$ cat src/rtl/free_list_mw_pkg.sv
// Shared sizing constants for the multi-width physical-register free list.
package free_list_mw_pkg;
  localparam int PR_WIDTH    = 6;
  localparam int FL_DEPTH    = 32;
  localparam int ALLOC_WIDTH = 2;
  localparam int FREE_WIDTH  = 2;
  localparam int FL_NUM_ARCH = 32;
endpackage

$ cat src/rtl/free_list_compact.sv
// Combinational prefix-popcount compactor: packs valid lanes into consecutive
// write slots in ascending lane order and reports how many were packed.
module free_list_compact #(
  parameter int PR_W   = 6,
  parameter int FREE_W = 2,
  parameter int CNT_W  = $clog2(FREE_W + 1)
) (
  input  logic [FREE_W-1:0]      valid,
  input  logic [FREE_W*PR_W-1:0] pr,
  output logic [FREE_W*PR_W-1:0] packed_pr,
  output logic [CNT_W-1:0]       cnt
);

  // Walk lanes in order; each valid lane lands in the next free slot.
  always_comb begin
    packed_pr = '0;
    cnt       = '0;
    for (int i = 0; i < FREE_W; i++) begin
      if (valid[i]) begin
        packed_pr[int'(cnt)*PR_W +: PR_W] = pr[i*PR_W +: PR_W];
        cnt = cnt + CNT_W'(1);
      end else begin
        cnt = cnt;
      end
    end
  end

endmodule

$ cat src/rtl/free_list_mw_chk.sv
// Simulation checker: commits may never retire past the speculative head.
module free_list_mw_chk #(
  parameter int PTR_W = 6,
  parameter int CNT_W = 2
) (
  input logic             clk,
  input logic             rst,
  input logic [PTR_W-1:0] spec_head,
  input logic [PTR_W-1:0] commit_head,
  input logic [CNT_W-1:0] commit_cnt
);

  logic [PTR_W-1:0] inflight;
  assign inflight = spec_head - commit_head;

  a_commit_within_spec: assert property (@(posedge clk) disable iff (!rst)
    PTR_W'(commit_cnt) <= inflight);

endmodule

$ cat src/rtl/free_list_mw.sv
// Multi-width free list with speculative/committed heads for one-cycle flush.
// Optional duplicate-release detection is enabled with FREE_LIST_DUP_CHECK_EN.
module free_list_mw
  import free_list_mw_pkg::*;
#(
  parameter int PR_W     = PR_WIDTH,
  parameter int DEPTH    = FL_DEPTH,
  parameter int ALLOC_W  = ALLOC_WIDTH,
  parameter int FREE_W   = FREE_WIDTH,
  parameter int NUM_ARCH = FL_NUM_ARCH,
  localparam int IDX_W   = $clog2(DEPTH),
  localparam int PTR_W   = $clog2(DEPTH) + 1,
  localparam int CNT_W   = $clog2(ALLOC_W + 1),
  localparam int FCNT_W  = $clog2(FREE_W + 1),
  localparam int EXT_W   = PTR_W + 1
) (
  input  logic                    clk,
  input  logic                    rst,
  input  logic [CNT_W-1:0]        alloc_cnt,
  output logic                    alloc_ready,
  output logic [ALLOC_W*PR_W-1:0] alloc_pr,
  input  logic [FREE_W-1:0]       free_valid,
  input  logic [FREE_W*PR_W-1:0]  free_pr,
  input  logic [CNT_W-1:0]        commit_cnt,
  input  logic                    flush,
  output logic [PTR_W-1:0]        spec_count,
  output logic                    empty,
  output logic                    ovf_err,
  output logic                    dup_err
);

  logic [PR_W-1:0]          mem_r [DEPTH];
  logic [PTR_W-1:0]         spec_head_r;
  logic [PTR_W-1:0]         commit_head_r;
  logic [PTR_W-1:0]         tail_r;
  logic                     ovf_err_r;
  logic [FREE_W-1:0]        rel_valid_s;
  logic [FREE_W*PR_W-1:0]   wr_pr_s;
  logic [FCNT_W-1:0]        wr_cnt_s;
  logic                     alloc_fire_s;
  logic [CNT_W-1:0]         alloc_amt_s;
  logic                     ovf_s;
  logic [PTR_W-1:0]         commit_next_s;

  function automatic logic [IDX_W-1:0] idx(input logic [PTR_W-1:0] p);
    return p[IDX_W-1:0];
  endfunction

  assign spec_count    = tail_r - spec_head_r;
  assign empty         = (spec_count == '0);
  assign alloc_ready   = (spec_count >= PTR_W'(ALLOC_W));
  assign ovf_err       = ovf_err_r;
  assign commit_next_s = commit_head_r + PTR_W'(commit_cnt);
  assign alloc_fire_s  = alloc_ready && !flush && (alloc_cnt != '0) &&
                         (alloc_cnt <= CNT_W'(ALLOC_W));
  assign alloc_amt_s   = alloc_fire_s ? alloc_cnt : '0;
  // Overflow compares without subtraction so nothing underflows.
  assign ovf_s = ({1'b0, spec_count} + EXT_W'(wr_cnt_s)) >
                 (EXT_W'(DEPTH) + EXT_W'(alloc_amt_s));

  // Allocation lanes read straight out of storage at the speculative head.
  always_comb begin
    alloc_pr = '0;
    for (int i = 0; i < ALLOC_W; i++) begin
      alloc_pr[i*PR_W +: PR_W] = mem_r[idx(spec_head_r + PTR_W'(i))];
    end
  end

  free_list_compact #(
    .PR_W  (PR_W),
    .FREE_W(FREE_W),
    .CNT_W (FCNT_W)
  ) u_compact (
    .valid    (rel_valid_s),
    .pr       (free_pr),
    .packed_pr(wr_pr_s),
    .cnt      (wr_cnt_s)
  );

`ifdef FREE_LIST_DUP_CHECK_EN
  localparam int NPR = 2 ** PR_W;
  logic [NPR-1:0]    in_list_r;
  logic [NPR-1:0]    in_list_next_s;
  logic [FREE_W-1:0] dup_lane_s;
  logic              dup_err_r;
  logic [PTR_W-1:0]  restore_len_s;

  assign restore_len_s = spec_head_r - commit_next_s;

  // A lane is a duplicate if its PR is already free or an earlier lane frees it too.
  always_comb begin
    dup_lane_s = '0;
    for (int j = 0; j < FREE_W; j++) begin
      if (free_valid[j]) begin
        dup_lane_s[j] = in_list_r[free_pr[j*PR_W +: PR_W]];
        for (int k = 0; k < j; k++) begin
          if (free_valid[k] && (free_pr[k*PR_W +: PR_W] == free_pr[j*PR_W +: PR_W])) begin
            dup_lane_s[j] = 1'b1;
          end else begin
            dup_lane_s[j] = dup_lane_s[j];
          end
        end
      end else begin
        dup_lane_s[j] = 1'b0;
      end
    end
    rel_valid_s = free_valid & ~dup_lane_s;
  end

  // Membership update: allocs clear, flush restores the squashed span, releases set.
  always_comb begin
    in_list_next_s = in_list_r;
    for (int i = 0; i < ALLOC_W; i++) begin
      if (CNT_W'(i) < alloc_amt_s) begin
        in_list_next_s[alloc_pr[i*PR_W +: PR_W]] = 1'b0;
      end else begin
        in_list_next_s = in_list_next_s;
      end
    end
    if (flush) begin
      for (int k = 0; k < DEPTH; k++) begin
        if (PTR_W'(k) < restore_len_s) begin
          in_list_next_s[mem_r[idx(commit_next_s + PTR_W'(k))]] = 1'b1;
        end else begin
          in_list_next_s = in_list_next_s;
        end
      end
    end else begin
      in_list_next_s = in_list_next_s;
    end
    for (int j = 0; j < FREE_W; j++) begin
      if (!ovf_s && rel_valid_s[j]) begin
        in_list_next_s[free_pr[j*PR_W +: PR_W]] = 1'b1;
      end else begin
        in_list_next_s = in_list_next_s;
      end
    end
  end

  // Membership vector and sticky duplicate flag.
  always_ff @(posedge clk or negedge rst) begin
    if (!rst) begin
      for (int i = 0; i < NPR; i++) begin
        in_list_r[i] <= (i >= NUM_ARCH) && (i < NUM_ARCH + DEPTH);
      end
      dup_err_r <= 1'b0;
    end else begin
      in_list_r <= in_list_next_s;
      dup_err_r <= dup_err_r | (|dup_lane_s);
    end
  end

  assign dup_err = dup_err_r;
`else
  assign rel_valid_s = free_valid;
  assign dup_err     = 1'b0;
`endif

  // Head/tail pointers and the sticky overflow flag.
  always_ff @(posedge clk or negedge rst) begin
    if (!rst) begin
      spec_head_r   <= '0;
      commit_head_r <= '0;
      tail_r        <= PTR_W'(DEPTH);
      ovf_err_r     <= 1'b0;
    end else begin
      commit_head_r <= commit_next_s;
      if (flush) begin
        spec_head_r <= commit_next_s;
      end else begin
        spec_head_r <= spec_head_r + PTR_W'(alloc_amt_s);
      end
      if (!ovf_s) begin
        tail_r <= tail_r + PTR_W'(wr_cnt_s);
      end else begin
        tail_r <= tail_r;
      end
      ovf_err_r <= ovf_err_r | ovf_s;
    end
  end

  // Storage: preloaded with the non-architectural PRs, written at the tail.
  always_ff @(posedge clk or negedge rst) begin
    if (!rst) begin
      for (int i = 0; i < DEPTH; i++) begin
        mem_r[i] <= PR_W'(NUM_ARCH + i);
      end
    end else begin
      for (int j = 0; j < FREE_W; j++) begin
        if (!ovf_s && (FCNT_W'(j) < wr_cnt_s)) begin
          mem_r[idx(tail_r + PTR_W'(j))] <= wr_pr_s[j*PR_W +: PR_W];
        end else begin
          mem_r[idx(tail_r + PTR_W'(j))] <= mem_r[idx(tail_r + PTR_W'(j))];
        end
      end
    end
  end

  free_list_mw_chk #(
    .PTR_W(PTR_W),
    .CNT_W(CNT_W)
  ) u_chk (
    .clk        (clk),
    .rst        (rst),
    .spec_head  (spec_head_r),
    .commit_head(commit_head_r),
    .commit_cnt (commit_cnt)
  );

endmodule
$ cat config.mk
export PLATFORM = sky130hd
export DESIGN_NAME = free_list_mw
export DESIGN_NICKNAME = d
export VERILOG_FILES = /design/src/rtl/free_list_mw_pkg.sv /design/src/rtl/free_list_compact.sv /design/src/rtl/free_list_mw_chk.sv /design/src/rtl/free_list_mw.sv
export SDC_FILE = /design/constraint.sdc
export NUM_CORES = 1
export LEC_CHECK = 0
export BUFFER_PORTS_ARGS = -buffer_cell sky130_fd_sc_hd__buf_2
export CORE_MARGIN = 4
export CORE_UTILIZATION = 40
export CTS_CLUSTER_DIAMETER = 150
export DETAILED_ROUTE_END_ITERATION = 10
export GPL_TIMING_DRIVEN = 0
export PLACE_DENSITY = 0.67
export RECOVER_POWER = 25
export SLEW_MARGIN = 20
export SYNTH_ARGS = -nofsm -noshare
export SYNTH_HDL_FRONTEND = slang
export SYNTH_SLANG_ARGS = --single-unit
$ cat constraint.sdc
create_clock -name clk -period 5.3 [get_ports clk]
set_clock_uncertainty 0.15 [all_clocks]
set_input_delay 1.06 -clock clk [delete_from_list [all_inputs] [get_ports clk]]
set_output_delay 1.06 -clock clk [all_outputs]
set_load 0.1 [all_outputs]
==> results.md <==
- Outcome: finished, violations left
- Violated checks: capacitance limit, slew limit
- Pre-antenna DRT Iters: 6
- CTS H-tree lvls: 1
- Crit path max fanout: 10
- Vias/cell: 7.57
- Yosys reg bits: 211
- Antenna violations before repair: 8
- Final wirelength: around 95,000 um
- Synthesized area: 17,200 um2
- Number of synthesized flops with an enable pin: 0
- Final Instance Count excl. Fillers: 2,262
- Placed instance area: 18,300 um2
- Fin. Hold Viols: 0
- Crit share post-route: 98.9%
- Worst slew margin relative to its limit: -73.9%
- Largest net degree at the start of global routing: 96
- Clock latency on the worst-skew pair: 600 ps
- Core area: 42,200 um2
- Die ar.: around 46,000 um2
- Net Count, Synth: 1,634
- Slowest stage delay, CP: 610 ps
- Routed WL per cell: 42.0 um
- Post-route setup TNS: 0 ps
- Share of cells above drive strength 1: a little under two fifths
- Synth warn: 0
- Worst r2r src: tail_r[0]$_DFFE_PN0N_
- Total CTS buffers: 25
- Worst min path class: reg2reg
- Starting density of the core: roughly 41%
- Cells after Synth: 1,583
- I/O pin count: 43
- Total global routing overflow: 0
- CP arrival: 4030 ps
- Avg Cell Area, Syn: 10.9 um2
- Tmin final: 5240 ps
- Final setup violation count: 0
- Primary FF master, synth: dfstp_2
- Worst-Margin Slew: ~2600 ps
- PortBufs: 40
- Asr flop ratio synth: 100%
- Vias: about 17,000
- Post-synth top area share: 27.6%
- Final net count: 1,754
- Endpoint type of the worst setup path: output port
- GRT Util Overall: 40.0%
- RD Place Congestion: 1.12
- Clock Pin Slew Worst Setup and Hold Paths: 60 ps
- Peak Freq: 191 MHz
- Kind of critical path: reg2out
- Max Cap Viol: 1
- Clock root cell: clkbuf_16
- Finished Cell Area: 20,300 um2
- Placed cells: 2,176
- Main area contributors after synthesis: mux4_2 (28%), dfstp_2 (17%), dfrtp_1 (14%), a22oi_1 (7.4%), a21oi_1 (5.0%)
- Crit-path cells: ha_1 > buf_2 > buf_4 > mux4_2 > mux4_2 > mux2_2 > buf_2
- WP data required: about 4100 ps
- Std-Cell Rows: 75
- CP delay by family, top: multiplexers
- Syn-to-layout area delta: 17.9%
- Critical path origin: spec_head_r[0]$_DFF_PN0_
- Area leader, netlist: mux4_2
- Most common cell in the netlist: mux4_2
- Die width: 215 um
- Setup crit start kind: register
- # DRC: 0
- Die H: 215 um
- Global-route wire length before repair: ~130,000 um
- Critical path's slowest cell: mux4_2
- Sink Count: 211
- CTS tree: yes
- Vias in the first global route: about 16,000
- Buf/Inv on CP: 3
- Hold Startpoint: ovf_err$_DFF_PN0_
- Synth cell count leaders: mux4_2 (211), a21oi_1 (172), a22oi_1 (169)
- Initial drt markers: around 2,600
- Hold Buf Count CTS: 0
- Fin. max-slew vios: around 40
- Post-route ant nets: 0
- Post-synthesis sequential area ratio: 31.5%
- Post-synth cell types: 63
- Dpl hpwl: 71,400 um
- CTS Buffer Depth: 3
## through the flow
step           util, %  setup slack (ps)  hold slack (ps)
6_report          48.1              56.4              325
5_1_grt           48.1             -37.0              350
4_1_cts           47.4              4.68              230
3_5_place_dp      43.4             -2050              313
3_3_place_gp      43.0             -2710              300
2_1_floorplan        -              12.6              286
## worst register-to-register path: stages, from the launching register on
cell	delay [ps]
dfrtp_4	510
buf_8	200
buf_8	200
clkinvlp_4	120
ha_1	170
inv_1	70
fa_2	380
a21o_1	190
a21oi_4	180
xnor2_4	170
nor4_4	70
a21oi_2	170
nand3b_1	140
ha_1	310
nor2b_1	140
o21ai_1	140
o21ai_0	120
nor3_2	280
a221oi_4	70
buf_12	150
buf_6	150
o211ai_1	240
buf_4	250
nand2_4	160
a221oi_1	360
## flip-flops by register name (all words and copies together), names as in the netlist
signal,count
spec_head_r,6
tail_r,6
commit_head_r,6
ovf_err,1
mem_r,192
## path summary, 6_finish.rpt
check / cells past startpoint / endpoint / slack [ps]
setup / recovery: 7 / alloc_pr[7] / 60
setup reg to reg: 24 / mem_r[44]$_DFF_PN0_ / 120
hold reg to reg: 1 / ovf_err$_DFF_PN0_ / 330
min in group asynchronous: 1 / mem_r[37]$_DFF_PN0_ / 1150
hold / removal: 1 / ovf_err$_DFF_PN0_ / 330
max in group asynchronous: 1 / mem_r[6]$_DFF_PN0_ / 2370
## cells by family (layout without fill, tap and decap cells)
family / Yosys count / count (layout) / share of synthesized area, %
AOI/OAI and AO/OA: 450 / 450 / 17.8
and+or+nand+nor: 427 / 427 / 12.4
muxes: 240 / 240 / 29.4
DFF: 211 / 211 / 31.5
buffers and inverters: 201 / 340 / 5.13
adders and majority gates: 30 / 30 / 2.40
xor gates and xnor gates: 23 / 23 / 1.34
other: 1 / 2 / 0.0218
## final cells by class
type	instances	area (um2)
clock inverter	11	145
sequential	211	5430
tap	539	674
fill	3857	21900
antenna	1	2.50
buffer	164	1090
inverter	31	130
multi-input combinational	1171	11300
timing repair buffer	99	816
clock buffer	35	683
## layout by cell type, fill, tap and decap left out, types with 6 or more instances in the layout
cell type	count
clkbuf_8	6
nand3_1	147
nor2b_1	26
a221oi_2	9
and2_1	18
o21ai_0	10
buf_6	22
buf_2	50
a21oi_1	171
mux2_2	20
buf_1	8
inv_1	25
ha_1	25
nor3_1	16
mux2i_1	9
nand2_1	58
a22oi_1	163
nand2_4	7
nand4_1	37
and3_1	14
clkbuf_2	9
o22ai_1	12
clkbuf_16	25
xor2_1	7
a22oi_2	6
xnor2_1	11
buf_12	14
mux4_2	211
clkinv_2	7
buf_4	73
a31oi_4	6
dfstp_2	113
dfrtp_1	97
nor2_1	71
a21o_1	6
a221oi_1	37
clkbuf_1	79
## layer usage
layer | up-vias | GRT usage [%] | wire [um]
met5 | - | 0 | 101
met4 | 16 | 21.5 | 7160
met3 | 350 | 14.6 | 13000
met2 | 1417 | 58.7 | 40100
met1 | 8742 | 51.8 | 34700
li1 | 6598 | - | -
## timing repair
item | in CTS | in global routing
pin swaps | 13 | 8
gates cloned | 2 | 0
setup endpoints to repair | 209 | 202
buffers inserted | 27 | 16
gates resized for setup | 139 | 49
Power is left out: the tool's default activity adds up to more than one toggle a clock period on the data nets, which glitch-free logic cannot reach.
